**config.mk**
```make
export PLATFORM = sky130hd
export DESIGN_NAME = filter_frame_feeder
export DESIGN_NICKNAME = d
export VERILOG_FILES = /design/src/rtl/filter_pkg.sv /design/src/rtl/filter_frame_feeder.sv
export SDC_FILE = /design/constraint.sdc
export NUM_CORES = 1
export LEC_CHECK = 0
export ABC_CLOCK_PERIOD_IN_PS = 2400
export CORE_UTILIZATION = 45
export CTS_BUF_LIST = sky130_fd_sc_hd__clkbuf_4 sky130_fd_sc_hd__clkbuf_8 sky130_fd_sc_hd__clkbuf_16
export CTS_CLUSTER_DIAMETER = 80
export DETAILED_ROUTE_END_ITERATION = 10
export PLACE_DENSITY = 0.86
export RECOVER_POWER = 25
export SYNTH_ARGS = -nofsm -noshare
export SYNTH_HDL_FRONTEND = slang
export SYNTH_SLANG_ARGS = --single-unit
```
**constraint.sdc**
```tcl
create_clock -name clk -period 2.4 [get_ports clk]
set_input_delay 0.6 -clock clk [delete_from_list [all_inputs] [get_ports clk]]
set_output_delay 0.6 -clock clk [all_outputs]
set_load 0.005 [all_outputs]
```
**src/rtl/filter_pkg.sv**
```systemverilog
// Shared definitions for the filter front end: pixel width, feeder FSM encoding
// and the padding geometry derived from the kernel size.
package filter_pkg;

    localparam int unsigned PIXEL_W = 24;

    typedef enum logic [1:0] {
        IDLE  = 2'd0,
        RUN   = 2'd1,
        FLUSH = 2'd2
    } state_t;

    function automatic int unsigned calc_pad(input int unsigned kernel_size);
        return (kernel_size - 1) / 2;
    endfunction

    function automatic int unsigned calc_row_len(input int unsigned width,
                                                 input int unsigned kernel_size);
        return width + 2 * calc_pad(kernel_size);
    endfunction

    function automatic int unsigned calc_total_rows(input int unsigned height,
                                                    input int unsigned kernel_size,
                                                    input int unsigned flush_rows);
        return height + 2 * calc_pad(kernel_size) + flush_rows;
    endfunction

    // One spare count value so "x - pad < n" range tests never alias.
    function automatic int unsigned cnt_width(input int unsigned n);
        return $clog2(n + 1);
    endfunction

endpackage

```
**src/rtl/filter_frame_feeder.sv**
```systemverilog
// Wraps an upstream raster in a zero border of kernel pad width plus trailing
// flush rows, emitting one pixel per cycle on border positions.
module filter_frame_feeder
    import filter_pkg::*;
#(
    parameter int unsigned width       = 320,
    parameter int unsigned height      = 240,
    parameter int unsigned kernel_size = 3,
    parameter int unsigned flush_rows  = 1
) (
    input  logic               clk,
    input  logic               reset,
    input  logic               iStart,
    input  logic               iValid,
    input  logic [PIXEL_W-1:0] iData,
    output logic               oReady,
    output logic               oValid,
    output logic [PIXEL_W-1:0] oData,
    output logic               oBusy,
    output logic               oDone
);

    localparam int unsigned PAD        = calc_pad(kernel_size);
    localparam int unsigned ROW_LEN    = calc_row_len(width, kernel_size);
    localparam int unsigned TOTAL_ROWS = calc_total_rows(height, kernel_size, flush_rows);
    localparam int unsigned RUN_ROWS   = height + 2 * PAD;
    localparam int unsigned COL_W      = cnt_width(ROW_LEN);
    localparam int unsigned ROW_W      = cnt_width(TOTAL_ROWS);

    state_t           state;
    logic [COL_W-1:0] col;
    logic [ROW_W-1:0] row;

    logic data_pos_c;
    logic emit_c;
    logic col_last_c;
    logic run_end_c;
    logic frame_end_c;

    // Modular subtraction folds the lower and upper bound into one compare.
    always_comb begin
        data_pos_c  = ((col - COL_W'(PAD)) < COL_W'(width)) &&
                      ((row - ROW_W'(PAD)) < ROW_W'(height));
        emit_c      = (state == FLUSH) ||
                      ((state == RUN) && (!data_pos_c || iValid));
        col_last_c  = (col == COL_W'(ROW_LEN - 1));
        run_end_c   = col_last_c && (row == ROW_W'(RUN_ROWS - 1));
        frame_end_c = col_last_c && (row == ROW_W'(TOTAL_ROWS - 1));
    end

    assign oReady = (state == RUN) && data_pos_c;

    always_ff @(posedge clk or posedge reset) begin
        if (reset) begin
            state  <= IDLE;
            col    <= '0;
            row    <= '0;
            oValid <= 1'b0;
            oData  <= '0;
            oDone  <= 1'b0;
            oBusy  <= 1'b0;
        end else begin
            oValid <= 1'b0;
            oDone  <= 1'b0;
            oBusy  <= (state != IDLE) || iStart;
            case (state)
                IDLE: begin
                    if (iStart) begin
                        state <= RUN;
                        col   <= '0;
                        row   <= '0;
                    end
                end
                RUN, FLUSH: begin
                    if (emit_c) begin
                        oValid <= 1'b1;
                        oData  <= ((state == RUN) && data_pos_c) ? iData : '0;
                        if (col_last_c) begin
                            col <= '0;
                            row <= row + 1'b1;
                            // Frame end is tested first so flush_rows=0 exits RUN directly.
                            if (frame_end_c) begin
                                state <= IDLE;
                                row   <= '0;
                                oDone <= 1'b1;
                            end else if (run_end_c) begin
                                state <= FLUSH;
                            end
                        end else begin
                            col <= col + 1'b1;
                        end
                    end
                end
                default: state <= IDLE;
            endcase
        end
    end

endmodule

```
==> results of run 1 <==
==> path summary, 6_finish.rpt <==
| path | startpoint | to | slack (ps) | depth (start not counted) |
|---|---|---|---|---|
| worst max-delay path | row[0] | oReady | -210 | 7 |
| worst min-delay path | oData[7] | oData[7] | 510 | 1 |
| worst max register to register | row[0] | col[6] | -210 | 11 |
| worst min register to register | oData[7] | oData[7] | 510 | 1 |
| max in group asynchronous | reset | oData[16] | 400 | 3 |
| min in group asynchronous | reset | col[0] | 840 | 2 |
==> flip-flops by register name (all words and copies together) (netlist names) <==
register / cells
oData: 24
col: 9
row: 8
state: 2
oBusy: 1
oDone: 1
oValid: 1
==> worst register-to-register path: stages, from the launching register on <==
cell and delay (ps):
dfrtp_1 390, inv_2 80, ha_4 120, or3b_4 390, or3_4 350, a21oi_4 170
buf_4 140, buf_6 110, nor4_4 50, buf_6 140, or3_4 390, o21ai_2 210
==> cell usage in the layout (no fill, tap or decap), types with 2 or more instances in the layout <==
cell             instances
nor2_1                  12
clkdlybuf4s50_1         53
o31ai_1                  4
buf_4                   40
and3_1                   5
dfrtp_1                 46
nor4_4                   3
or2_2                    3
or4_4                    2
nand2b_1                 6
nand4_1                  2
nand3_1                  6
ha_1                    11
a21o_1                   2
o21ai_0                 15
inv_2                    3
buf_6                    4
o21ai_2                  6
nor2b_1                  4
o31ai_2                  6
clkbuf_8                 5
clkbuf_4                 2
a41o_1                   2
inv_1                    8
nor4_1                   2
or3_4                    3
a22o_1                  24
o31ai_4                  4
nand2_1                  8
==> cell type report <==
cell class / instances / share of cell area, %
Clock buffer: 7 / 2.25
Clock inverter: 1 / 0.807
Inverter: 11 / 1.11
Multi-Input combinational cell: 157 / 37.3
Sequential cell: 46 / 30.9
Tap cell: 70 / 2.35
Timing Repair Buffer: 102 / 25.3
==> per-layer routing <==
| metal | track usage, % | share of wire (%) | wire [um] | vias up |
|---|---|---|---|---|
| met5 | 0 | 0 | 0 | - |
| met4 | 15.2 | 3.1 | 238 | 0 |
| met3 | 5.16 | 9.3 | 715 | 27 |
| met2 | 44.4 | 48 | 3670 | 154 |
| met1 | 29.8 | 40 | 3060 | 1111 |
| li1 | - | - | - | 1045 |
==> kinds of logic (layout without fill, tap and decap cells) <==
logic type	after synthesis	after routing	synth area share [%]
mux	2	2	0.876
fa+ha+maj	12	12	6.18
simple gates	67	67	17.3
flops	46	46	47.4
buf+inv	19	121	3.86
compound gates	76	76	24.4
==> power breakdown <==
group / internal, mW / switching [mW] / total [mW]
clock network: 0.334 / 0.265 / 0.599
registers: 1.04 / 0.139 / 1.18
logic: 1.31 / 1.23 / 2.54
total: 2.68 / 1.64 / 4.32
==> timing repair <==
| action | 4_1_cts | 5_1_grt |
|---|---|---|
| cloned | 0 | 2 |
| endpoints found under the setup margin | 16 | 44 |
| setup buffers | 4 | 7 |
| pin swaps | 8 | 6 |
| resized for setup | 20 | 25 |
==> through the flow <==
step	total power [mW]	util (%)	hold WS [ps]	TNS [ps]	instances
2_1_floorplan	2.23	-	481	-46.8	222
3_3_place_gp	3.17	64.6	488	-2970	375
3_5_place_dp	3.26	64.6	491	-3580	375
4_1_cts	3.97	68.5	513	-1110	386
5_1_grt	4.56	72.4	518	-6500	394
6_report	4.32	72.4	508	-4040	394
==> impl_metrics.yaml, run 1 <==
global_routing:
  grt_pass1_wl_um: 10800
  first_global_vias: 2234
  grt-ovfl-total: 0
  antenna_found_initial: 0
  grt_max_degree: 31
  grt.total_usage_pct: 25.8
clock_tree:
  clock-sinks: 46
  cts_hold_buf: 0
  path_clk_slew_ps: 80
  cts_buffers: 5
  clk_latency_ps: 310
  cts_tree: "built"
  root_buffer: "clkbuf_8"
  clockBufferDepth: 2
  htreeDepth: 2
placed_design:
  dpl_cell_area_um2: 3320
  place_ws_ps: -278
  gp_congestion: 0.877
  dp_hpwl_um: 4840
  port-buffer-count: 55
run:
  cap_violations: 0
drt:
  postRouteAntennaNets: 0
  routed_wl_um: 7690
  drcViolationCount: 0
  drtPass1Iterations: 5
  via_count: 2337
  drt-wirelength-per-cell_um: 19.5
  via_per_inst: 5.93
  drt-initial-drc-count: 151
layout:
  multi_input_area_um2: 1390
  regArea_um2: 1150
  area_delta_synth_final_pct: 53.3
  diodes: 0
  layout.nets: 363
  final_cell_area_um2: 3720
  drive_gt1_share_pct: 30.2
  fillers: 297
worst_setup_path:
  required_ps: 1800
  slowest_stage: "dfrtp_1"
  cp_slowest_stage_delay_ps: 390
  path_cells: "inv_2 -> ha_4 -> or3b_4 -> or3_4 -> a21oi_4 -> nor4b_4 -> buf_2"
  arrival_ps: 2010
  end_kind: "output pin"
  crit_family: "simple AND/OR/NAND/NOR gates"
  cp-start-kind: "flip-flop"
  crit_buf_inv: 2
  cp_max_fo: 3
  path_class: "flip-flop to output pin"
floorplanning:
  coreArea_um2: 5140
  die_area_um2: 5690
  start_util_pct: 47.2
  rows: 26
  fp.dieH_um: 75.5
  die_w_um: 75.5
  io_pins: 56
synthesis:
  yosysUniqueCellTypes: 48
  synth_enable_flop_cells: 0
  synth-seq-area-share_pct: 47.4
  yosys_warnings: 0
  netlist_instances: 222
  yosys-top-cells-count: "dfrtp_1, a22o_1, o21ai_0"
  synth_seq_cells: 46
  async_reset_ff_share_pct: 100
  synth_area_leader_cell: "dfrtp_1"
  synth_fp_nets: 262
  yosys.area.top_type_share_pct: 47.4
  synthesis.area_um2: 2430
  syn_avg_cell_area_um2: 10.9
  yosys-top-cells-area: "dfrtp_1, a22o_1, ha_1"
  ys.flop_type: "dfrtp_1"
  yosysMostFrequentCell: "dfrtp_1"
sta:
  slew_headroom_pct: 52.6
  finalCritPeriodShare_pct: 109
  setup_violations: 41
  slew_viol_final: 0
  tightest_slew_ps: 711
  period_needed_ps: 2610
  max_freq_mhz: 383
  rsz0062_at_grt: "true"
  timing.final.hold_violations: 0
  skew_ps: 13.6
  fin_ws_ps: -214
status:
  status: "finished with violations"
  violations: "setup timing"
power:
  ir_drop_v: 0.000522
  leakage_nw: 1.66
  power_density_nw_per_um2: 1160
hold_path:
  holdCritPathClass: "flip-flop to flip-flop"
No activity file was read; power rests on OpenSTA's default activity.
==> run 2: changes to the inputs <==
- SETUP_SLACK_MARGIN: not set -> 0.5
==> run 2 against run 1 <==
The run still ends with setup timing left. Largest cell class unchanged. Critical path depth shrank 3. Global-route usage grew 1.2 points. Flip-flop and latch count is the same. Utilization grew 2.7 points. Hold slack gained 14 ps. Routed wire length grew 8.6%. Combinational power grew 10%.
==> impl_metrics.yaml, run 2 (synthesized netlist as in run 1, its figures left out) <==
worst_setup_path:
  worstReg2RegStart: "row[0]"
  arrival_ps: 2110
  critical_path.startpoint: "col[4]"
  required_ps: 1800
  path_class: "flip-flop to output pin"
  cp_max_fo: 2
  cp-start-kind: "flip-flop"
  end_kind: "output pin"
sta:
  period_needed_ps: 2710
  slew_viol_final: 0
  timing.final.hold_violations: 0
  rsz0062_at_grt: "true"
  setup-tns-final_ps: -2830
  setup_violations: 28
  fin_ws_ps: -309
  skew_ps: 3.79
  hold_ws_ps: 522
  max_freq_mhz: 369
  tightest_slew_ps: 927
  slew_headroom_pct: 38.1
  finalCritPeriodShare_pct: 113
layout:
  final_cell_area_um2: 3860
  fillers: 285
  reg.largest.list: "oData (24), col (9), row (8)"
  instances_no_fill: 397
  layout.nets: 366
  top_register: "oData"
  largest_reg_flops: 24
  final_cell_mix: "clkdlybuf4s50_1, dfrtp_1, buf_4, a22o_1, nor2_1"
  area_delta_synth_final_pct: 59.0
  diodes: 0
  drive_gt1_share_pct: 35.2
  mostFrequentLayoutCell: "clkdlybuf4s50_1"
power:
  ir_drop_v: 0.000559
  power_frac_comb_pct: 61.1
  switching_share_pct: 38.7
  clkPwrFrac_pct: 12.8
  p_seq_share_pct: 26.1
  power_mw: 4.58
  leakage_nw: 1.70
  power_density_nw_per_um2: 1190
  p_int_mw: 2.81
  p_sw_mw: 1.77
clock_tree:
  path_clk_slew_ps: 80
  clk_latency_ps: 310
  clock-sinks: 46
  cts_buffers: 5
  htreeDepth: 2
  clockBufferDepth: 2
  cts_tree: "built"
  root_buffer: "clkbuf_8"
drt:
  routed_wl_um: 8350
  postRouteAntennaNets: 0
  via_per_inst: 6.00
  via_count: 2383
  drt-wirelength-per-cell_um: 21.0
  drt-initial-drc-count: 148
  drcViolationCount: 0
  drtPass1Iterations: 4
floorplanning:
  start_util_pct: 47.2
  die_area_um2: 5690
  die_w_um: 75.5
  fp.dieH_um: 75.5
  rows: 26
  coreArea_um2: 5140
  io_pins: 56
status:
  status: "finished with violations"
  violations: "setup timing"
placed_design:
  dp_hpwl_um: 4450
  dpl_cell_area_um2: 3300
  port-buffer-count: 55
  gp_congestion: 0.867
  post-place-cells: 370
global_routing:
  antenna_found_initial: 0
  grt-ovfl-total: 0
  first_global_vias: 2292
  grt_pass1_wl_um: 11300
  grt_max_degree: 26
  grt.total_usage_pct: 27.0
hold_path:
  worstHoldStart: "oData[18]"
  holdCritPathClass: "flip-flop to flip-flop"
run:
  cap_violations: 0
-- run 2: changes by cell type in the layout (fill, tap and decap cells not counted), sizes merged --
cell,before,now
clkinvlp,0,1
clkbuf,9,8
buf,46,49
-- run 2: worst paths after layout --
kind                       slack (ps)  cells after the start        end
setup / recovery                 -310                      4     oReady
hold / removal                    520                      1  oData[18]
setup reg to reg                 -200                     12     col[7]
hold reg to reg                   520                      1  oData[18]
max in group asynchronous         830                      3      oDone
min in group asynchronous         950                      2     col[0]
-- run 2: timing repair --
action | CTS | global route
pin swaps | 10 | 33
resized for setup | 29 | 43
gates cloned | 3 | 0
hold buffers | 0 | 0
setup buffers | 6 | 10
endpoints found under the setup margin | 46 | 46
-- run 2: stage by stage --
step / util (%) / setup WS [ps]
finish: 75.1 / -309
global placement: 64.2 / -196
CTS: 70.8 / -162
floorplan: - / -46.0
detailed placement: 64.2 / -222
global route: 75.1 / -385
-- run 2: per-layer routing --
| layer | vias to the layer above | global-route usage (%) | routed length [um] |
|---|---|---|---|
| met5 | - | 0 | 0 |
| met3 | 32 | 6.75 | 630 |
| met1 | 1179 | 31.5 | 3230 |
| met2 | 121 | 47.2 | 4160 |
| li1 | 1051 | - | - |
| met4 | 0 | 11.9 | 333 |
-- run 2: power by group through the flow --
| stage | sequential, mW | combinational [mW] | clock (mW) |
|---|---|---|---|
| after CTS | 1.18 | 2.42 | 0.585 |
| after floorplan | 1.23 | 1.03 | 0 |
| after global routing | 1.22 | 2.98 | 0.613 |
| after global placement | 1.17 | 1.99 | 0 |
| final | 1.20 | 2.80 | 0.588 |
| after detailed placement | 1.19 | 2.04 | 0 |
-- run 2: worst max-delay path, stage by stage (launching register included) --
cell	delay (ps)
dfrtp_1	400
or4_4	580
o211a_4	280
nor4b_2	350
buf_2	200
-- run 2: layout make-up --
cell class	instances	area, um^2	area share, %
tap	70	87.6	2.27
timing repair buffer	105	1020	26.4
multi-input combinational	157	1450	37.5
clock inverter	2	37.5	0.972
clock buffer	6	76.3	1.98
sequential	46	1150	29.8
inverter	11	41.3	1.07
